**config.mk**
```make
export PLATFORM = sky130hd
export DESIGN_NAME = sha256_msg_padder
export DESIGN_NICKNAME = d
export VERILOG_FILES = /design/src/rtl/sha256_msg_padder.sv
export SDC_FILE = /design/constraint.sdc
export NUM_CORES = 1
export LEC_CHECK = 0
export BUFFER_PORTS_ARGS = -buffer_cell sky130_fd_sc_hd__buf_2
export CAP_MARGIN = 5
export CELL_PAD_IN_SITES_DETAIL_PLACEMENT = 0
export CELL_PAD_IN_SITES_GLOBAL_PLACEMENT = 2
export CORE_MARGIN = 5
export CORE_UTILIZATION = 34
export CTS_CLUSTER_DIAMETER = 50
export CTS_CLUSTER_SIZE = 10
export DETAILED_ROUTE_END_ITERATION = 10
export PLACE_DENSITY_LB_ADDON = 0.1
export SLEW_MARGIN = 20
export SYNTH_ARGS = -nofsm -noshare
export SYNTH_HDL_FRONTEND = slang
export SYNTH_SLANG_ARGS = --single-unit
```
**constraint.sdc**
```tcl
create_clock -name clk -period 3.85 [get_ports clk]
set_input_delay 0.385 -clock clk [delete_from_list [all_inputs] [get_ports clk]]
set_output_delay 0.385 -clock clk [all_outputs]
set_load 0.02 [all_outputs]
```
**src/rtl/sha256_msg_padder.sv**
```systemverilog
// SHA-256 message padder: packs a byte stream into 512-bit blocks,
// appends 0x80, zero fill and the 64-bit bit length, and feeds sha256_core.
module sha256_msg_padder #(
  parameter int LEN_W = 32
) (
  input  logic         clk,
  input  logic         reset_n,
  input  logic         mode_in,
  input  logic         in_valid,
  input  logic [7:0]   in_data,
  input  logic         in_last,
  output logic         in_ready,
  input  logic         core_ready,
  output logic         core_init,
  output logic         core_next,
  output logic         core_mode,
  output logic [511:0] core_block,
  output logic         busy,
  output logic         msg_done
);

  typedef enum logic [2:0] {
    S_IDLE,
    S_FILL,
    S_PAD,
    S_ISSUE,
    S_WAIT
  } state_e;

  localparam int ZW = 61 - LEN_W;

  state_e             state_q, state_d;
  logic [LEN_W-1:0]   cnt_q, cnt_d;
  logic [5:0]         idx_q, idx_d;
  logic               first_q, first_d;
  logic               marker_q, marker_d;
  logic               final_q, final_d;
  logic               last_q, last_d;
  logic               wfirst_q, wfirst_d;
  logic               mode_q, mode_d;
  logic [511:0]       block_q, block_d;

  logic               acc;
  logic [6:0]         free;
  logic [63:0]        len64;

  assign len64 = {{ZW{1'b0}}, cnt_q, 3'b000};
  assign free  = marker_q ? {1'b0, idx_q}
                          : {1'b0, idx_q} + 7'd1;

  always_comb begin
    state_d   = state_q;
    cnt_d     = cnt_q;
    idx_d     = idx_q;
    first_d   = first_q;
    marker_d  = marker_q;
    final_d   = final_q;
    last_d    = last_q;
    wfirst_d  = wfirst_q;
    mode_d    = mode_q;
    block_d   = block_q;
    acc       = 1'b0;
    core_init = 1'b0;
    core_next = 1'b0;
    msg_done  = 1'b0;
    unique case (state_q)
      S_IDLE: begin
        acc = 1'b1;
        if (in_valid) begin
          mode_d             = mode_in;
          block_d            = '0;
          block_d[511 -: 8]  = in_data;
          idx_d              = 6'd1;
          cnt_d              = LEN_W'(1);
          last_d             = 1'b0;
          marker_d           = 1'b0;
          final_d            = 1'b0;
          state_d            = in_last ? S_PAD : S_FILL;
        end
      end
      S_FILL: begin
        acc = 1'b1;
        if (in_valid) begin
          block_d[{~idx_q, 3'b111} -: 8] = in_data;
          idx_d = idx_q + 6'd1;
          cnt_d = cnt_q + LEN_W'(1);
          if (idx_q == 6'd63) begin
            state_d = S_ISSUE;
            final_d = 1'b0;
            if (in_last) last_d = 1'b1;
          end else if (in_last) begin
            state_d = S_PAD;
          end
        end
      end
      S_PAD: begin
        if (!marker_q) begin
          block_d[{~idx_q, 3'b111} -: 8] = 8'h80;
          marker_d = 1'b1;
        end
        // Length only fits if it does not collide with the marker.
        if (free <= 7'd56) begin
          block_d[63:0] = len64;
          final_d       = 1'b1;
        end else begin
          final_d = 1'b0;
          last_d  = 1'b1;
        end
        state_d = S_ISSUE;
      end
      S_ISSUE: begin
        if (core_ready) begin
          core_init = first_q;
          core_next = ~first_q;
          first_d   = 1'b0;
          wfirst_d  = 1'b1;
          state_d   = S_WAIT;
        end
      end
      S_WAIT: begin
        wfirst_d = 1'b0;
        if (!wfirst_q && core_ready) begin
          if (final_q) begin
            msg_done = 1'b1;
            marker_d = 1'b0;
            first_d  = 1'b1;
            last_d   = 1'b0;
            cnt_d    = '0;
            state_d  = S_IDLE;
          end else begin
            block_d = '0;
            idx_d   = '0;
            state_d = last_q ? S_PAD : S_FILL;
          end
        end
      end
      default: state_d = S_IDLE;
    endcase
  end

  always_ff @(posedge clk or negedge reset_n) begin
    if (!reset_n) begin
      state_q  <= S_IDLE;
      cnt_q    <= '0;
      idx_q    <= '0;
      first_q  <= 1'b1;
      marker_q <= 1'b0;
      final_q  <= 1'b0;
      last_q   <= 1'b0;
      wfirst_q <= 1'b0;
      mode_q   <= 1'b0;
      block_q  <= '0;
    end else begin
      state_q  <= state_d;
      cnt_q    <= cnt_d;
      idx_q    <= idx_d;
      first_q  <= first_d;
      marker_q <= marker_d;
      final_q  <= final_d;
      last_q   <= last_d;
      wfirst_q <= wfirst_d;
      mode_q   <= mode_d;
      block_q  <= block_d;
    end
  end

  // Held low during reset so every output reads zero immediately.
  assign in_ready   = acc & reset_n;
  assign core_mode  = mode_q;
  assign core_block = block_q;
  assign busy       = (state_q != S_IDLE);

endmodule

```
==> out/results.tsv <==
metric	value	unit
status	finished clean	
hpwl dp	76200	um
synthesized instance count	2244	
final worst-path cycle share	88.6	%
Routed WL per cell	27.4	um
Compound-Gate Fraction of Synth Area	19.9	%
first-pass GRT wire length	150000	um
asr flop ratio synth	100	%
Detail Route Antenna Nets	0	
RePlAce Congestion	0.856	
adder-cell area share of the yosys netlist	0.369	%
DR vias/cell	5.58	
first drt pass iteration count	5	
pin count of the biggest net entering global routing	138	
Synth Area in XOR/XNOR	0.480	%
1st-iter DRT viols	1615	
Final setup viols	0	
clk_skew	22.4	ps
Core ar.	68900	um2
Final Core Density	43.7	%
metal2 WL	50200	um
post-synthesis mux area share	1.61	%
total die area	75200	um2
mapped cell area	23700	um2
Metal-1 WL	44000	um
Final Critical Period	3410	ps
CTS buffer count	77	
Synth warnings	0	
Seq/Total Area, Yosys	59.0	%
WL final	104000	um
CTS tree	built	
Slew HR	25.3	%
Final Instance Area	30100	um2
Hold Crit Class	in -> reg	
post_cts resized	0	
top routing layer in use	met4	
die height	274	um
largest family of logic cells by synthesized area	compound AO/OA/AOI/OAI gates	
num ports	532	
flops & latches, synth	559	
placed cell area	27700	um2
total track usage	26.8	%
Setup Crit Path Kind	reg -> reg	
I/O Buffers	531	
Cell Rows	96	
CTS HTree Levels	3	
clk root buf	clkbuf_16	
Worst setup SP type	flop	
TNS Setup	0	ps
Yosys cell types	73	
CTS Buffer Depth	3	
critical path arrival	3950	ps
initial antenna violation count	2	
DRC violation count after routing	0	
clock sinks	559	
later-pin clock latency in the skew report	620	ps
vias in the first global route	21000	
PwrDens	634	nW/um2
EDFF count, synth	0	
die width	274	um
overall power	19.1	mW
fin nets	2834	
GR Overflow Total	0	
Worst-Margin Slew	1120	ps
Syn Nets	2265	
final slew viol count	0	
initial core utilization	34.4	%
Crit path required time	4400	ps
P&R area growth vs syn	26.9	%
Fin. Hold Viols	0	
crit-path max FO	21	
syn avg cell area	10.6	um2
leak pwr	14.7	nW
number of fill cells in the layout	6805	
ys flop type	dfrtp_1	
unrepaired setup endpoints after global routing	false	
via count	21100	
max cap viols	0	
WL met3	6690	um
Fmax	293	MHz
Post-Synth Simple-Gate Area	16.3	%
Crit. End Element	flop	
clock input transition at the sequential cells of the worst setup and hold paths	50	ps
share of layout cells above drive strength 1	27.3	%
Max VDD drop	0.000540	V
-- flip-flops by register name, summed over array words and instances (netlist names) --
register,cells
first_q,1
core_block,512
marker_q,1
core_mode,1
last_q,1
idx_q,6
cnt_q,32
state_q,3
wfirst_q,1
final_q,1
-- metal layers --
| metal | vias to the layer above | global-route usage [%] |
|---|---|---|
| li1 | 9354 | - |
| met1 | 10900 | 35.8 |
| met2 | 745 | 44.6 |
| met3 | 137 | 5.89 |
| met4 | 0 | 6.80 |
| met5 | - | 0 |
-- worst max-delay path, stage by stage (launching register included) --
cell,delay [ps]
dfrtp_1,730
nor4b_4,130
a211oi_2,690
or3_2,670
buf_4,460
nor2_2,100
nor2_1,340
a22o_1,210
-- logic make-up (layout without fill, tap and decap cells) --
logic type / after synthesis / in the layout
buffers and inverters: 127 / 737
and+or+nand+nor: 818 / 818
AOI/OAI and AO/OA: 682 / 682
muxes: 38 / 38
other: 0 / 1
DFF: 559 / 559
xor gates and xnor gates: 13 / 13
adders and majority gates: 7 / 7
-- layout by cell type (no fill, tap or decap), types with 15 or more instances in the layout --
cell type  instances
o31ai_1           16
nor3_1            50
a31oi_1           16
dfrtp_1          558
nor2b_1           15
clkbuf_16         80
nand3_1           54
o21ai_0          201
buf_2            530
nand2_1          312
nor2_1           236
a21oi_1           77
o2bb2ai_1         25
and3_1            15
a221o_1           17
mux2i_1           37
a32o_1            35
a211oi_1          70
a22o_1           141
buf_4             67
nor3_2            18
nor4_1            15
o21ai_1           30
-- final timing paths --
check,startpoint,end,slack [ps],cells past startpoint
max,state_q[0],core_block[483],440,7
min in group asynchronous,reset_n,core_block[46],360,2
max reg2reg,state_q[0],core_block[483],440,7
min reg2reg,core_block[312],core_block[312],470,2
min,in_valid,marker_q,190,4
max in group asynchronous,reset_n,core_block[248],2310,3
-- Yosys cell counts (16+ instances only) --
cell type / number / share of area, %
buf_2: 16 / 0.34
a21oi_1: 78 / 1.6
nor2_1: 240 / 3.8
a22o_1: 141 / 5.2
dfrtp_1: 558 / 59
nor3_2: 18 / 0.76
a32o_1: 35 / 1.5
o2bb2ai_1: 25 / 0.92
nand2_1: 314 / 5.0
o21ai_1: 30 / 0.63
a221o_1: 17 / 0.72
nor3_1: 50 / 1.1
a31oi_1: 16 / 0.42
o31ai_1: 16 / 0.51
nand3_1: 54 / 1.1
clkbuf_1: 75 / 1.2
o21ai_0: 201 / 4.2
mux2i_1: 37 / 1.6
a211oi_1: 70 / 2.2
-- report_power, final --
group          switching [mW]  total (mW)  leakage [nW]  internal, mW
Clock                    2.69        6.87          1.17          4.18
Combinational            4.76        5.93          5.74          1.16
Sequential              0.206        6.28          7.77          6.07
Total                    7.66        19.1          14.7          11.4
-- area by class of cell --
| type | count | area (um2) | area share, % |
|---|---|---|---|
| sequential | 559 | 14000 | 46.5 |
| multi-input combinational | 1558 | 9220 | 30.6 |
| timing repair buffer | 604 | 3270 | 10.9 |
| clock buffer | 94 | 2090 | 6.96 |
| tap | 931 | 1160 | 3.87 |
| clock inverter | 26 | 313 | 1.04 |
| inverter | 13 | 48.8 | 0.162 |
| antenna | 1 | 2.50 | 0.00831 |
-- metrics by stage --
stage	hold WS [ps]	setup WS, ps	cells
2_1_floorplan	89.4	1130	2244
3_3_place_gp	401	263	3663
3_5_place_dp	405	455	3663
4_1_cts	157	454	3785
5_1_grt	200	240	3785
6_report	193	440	3786
-- repair_timing --
item	4_1_cts	5_1_grt
hold buffers	2	0
buffers inserted	0	0
endpoints found under the hold margin	59	0
Power figures use the tool's default switching activity.
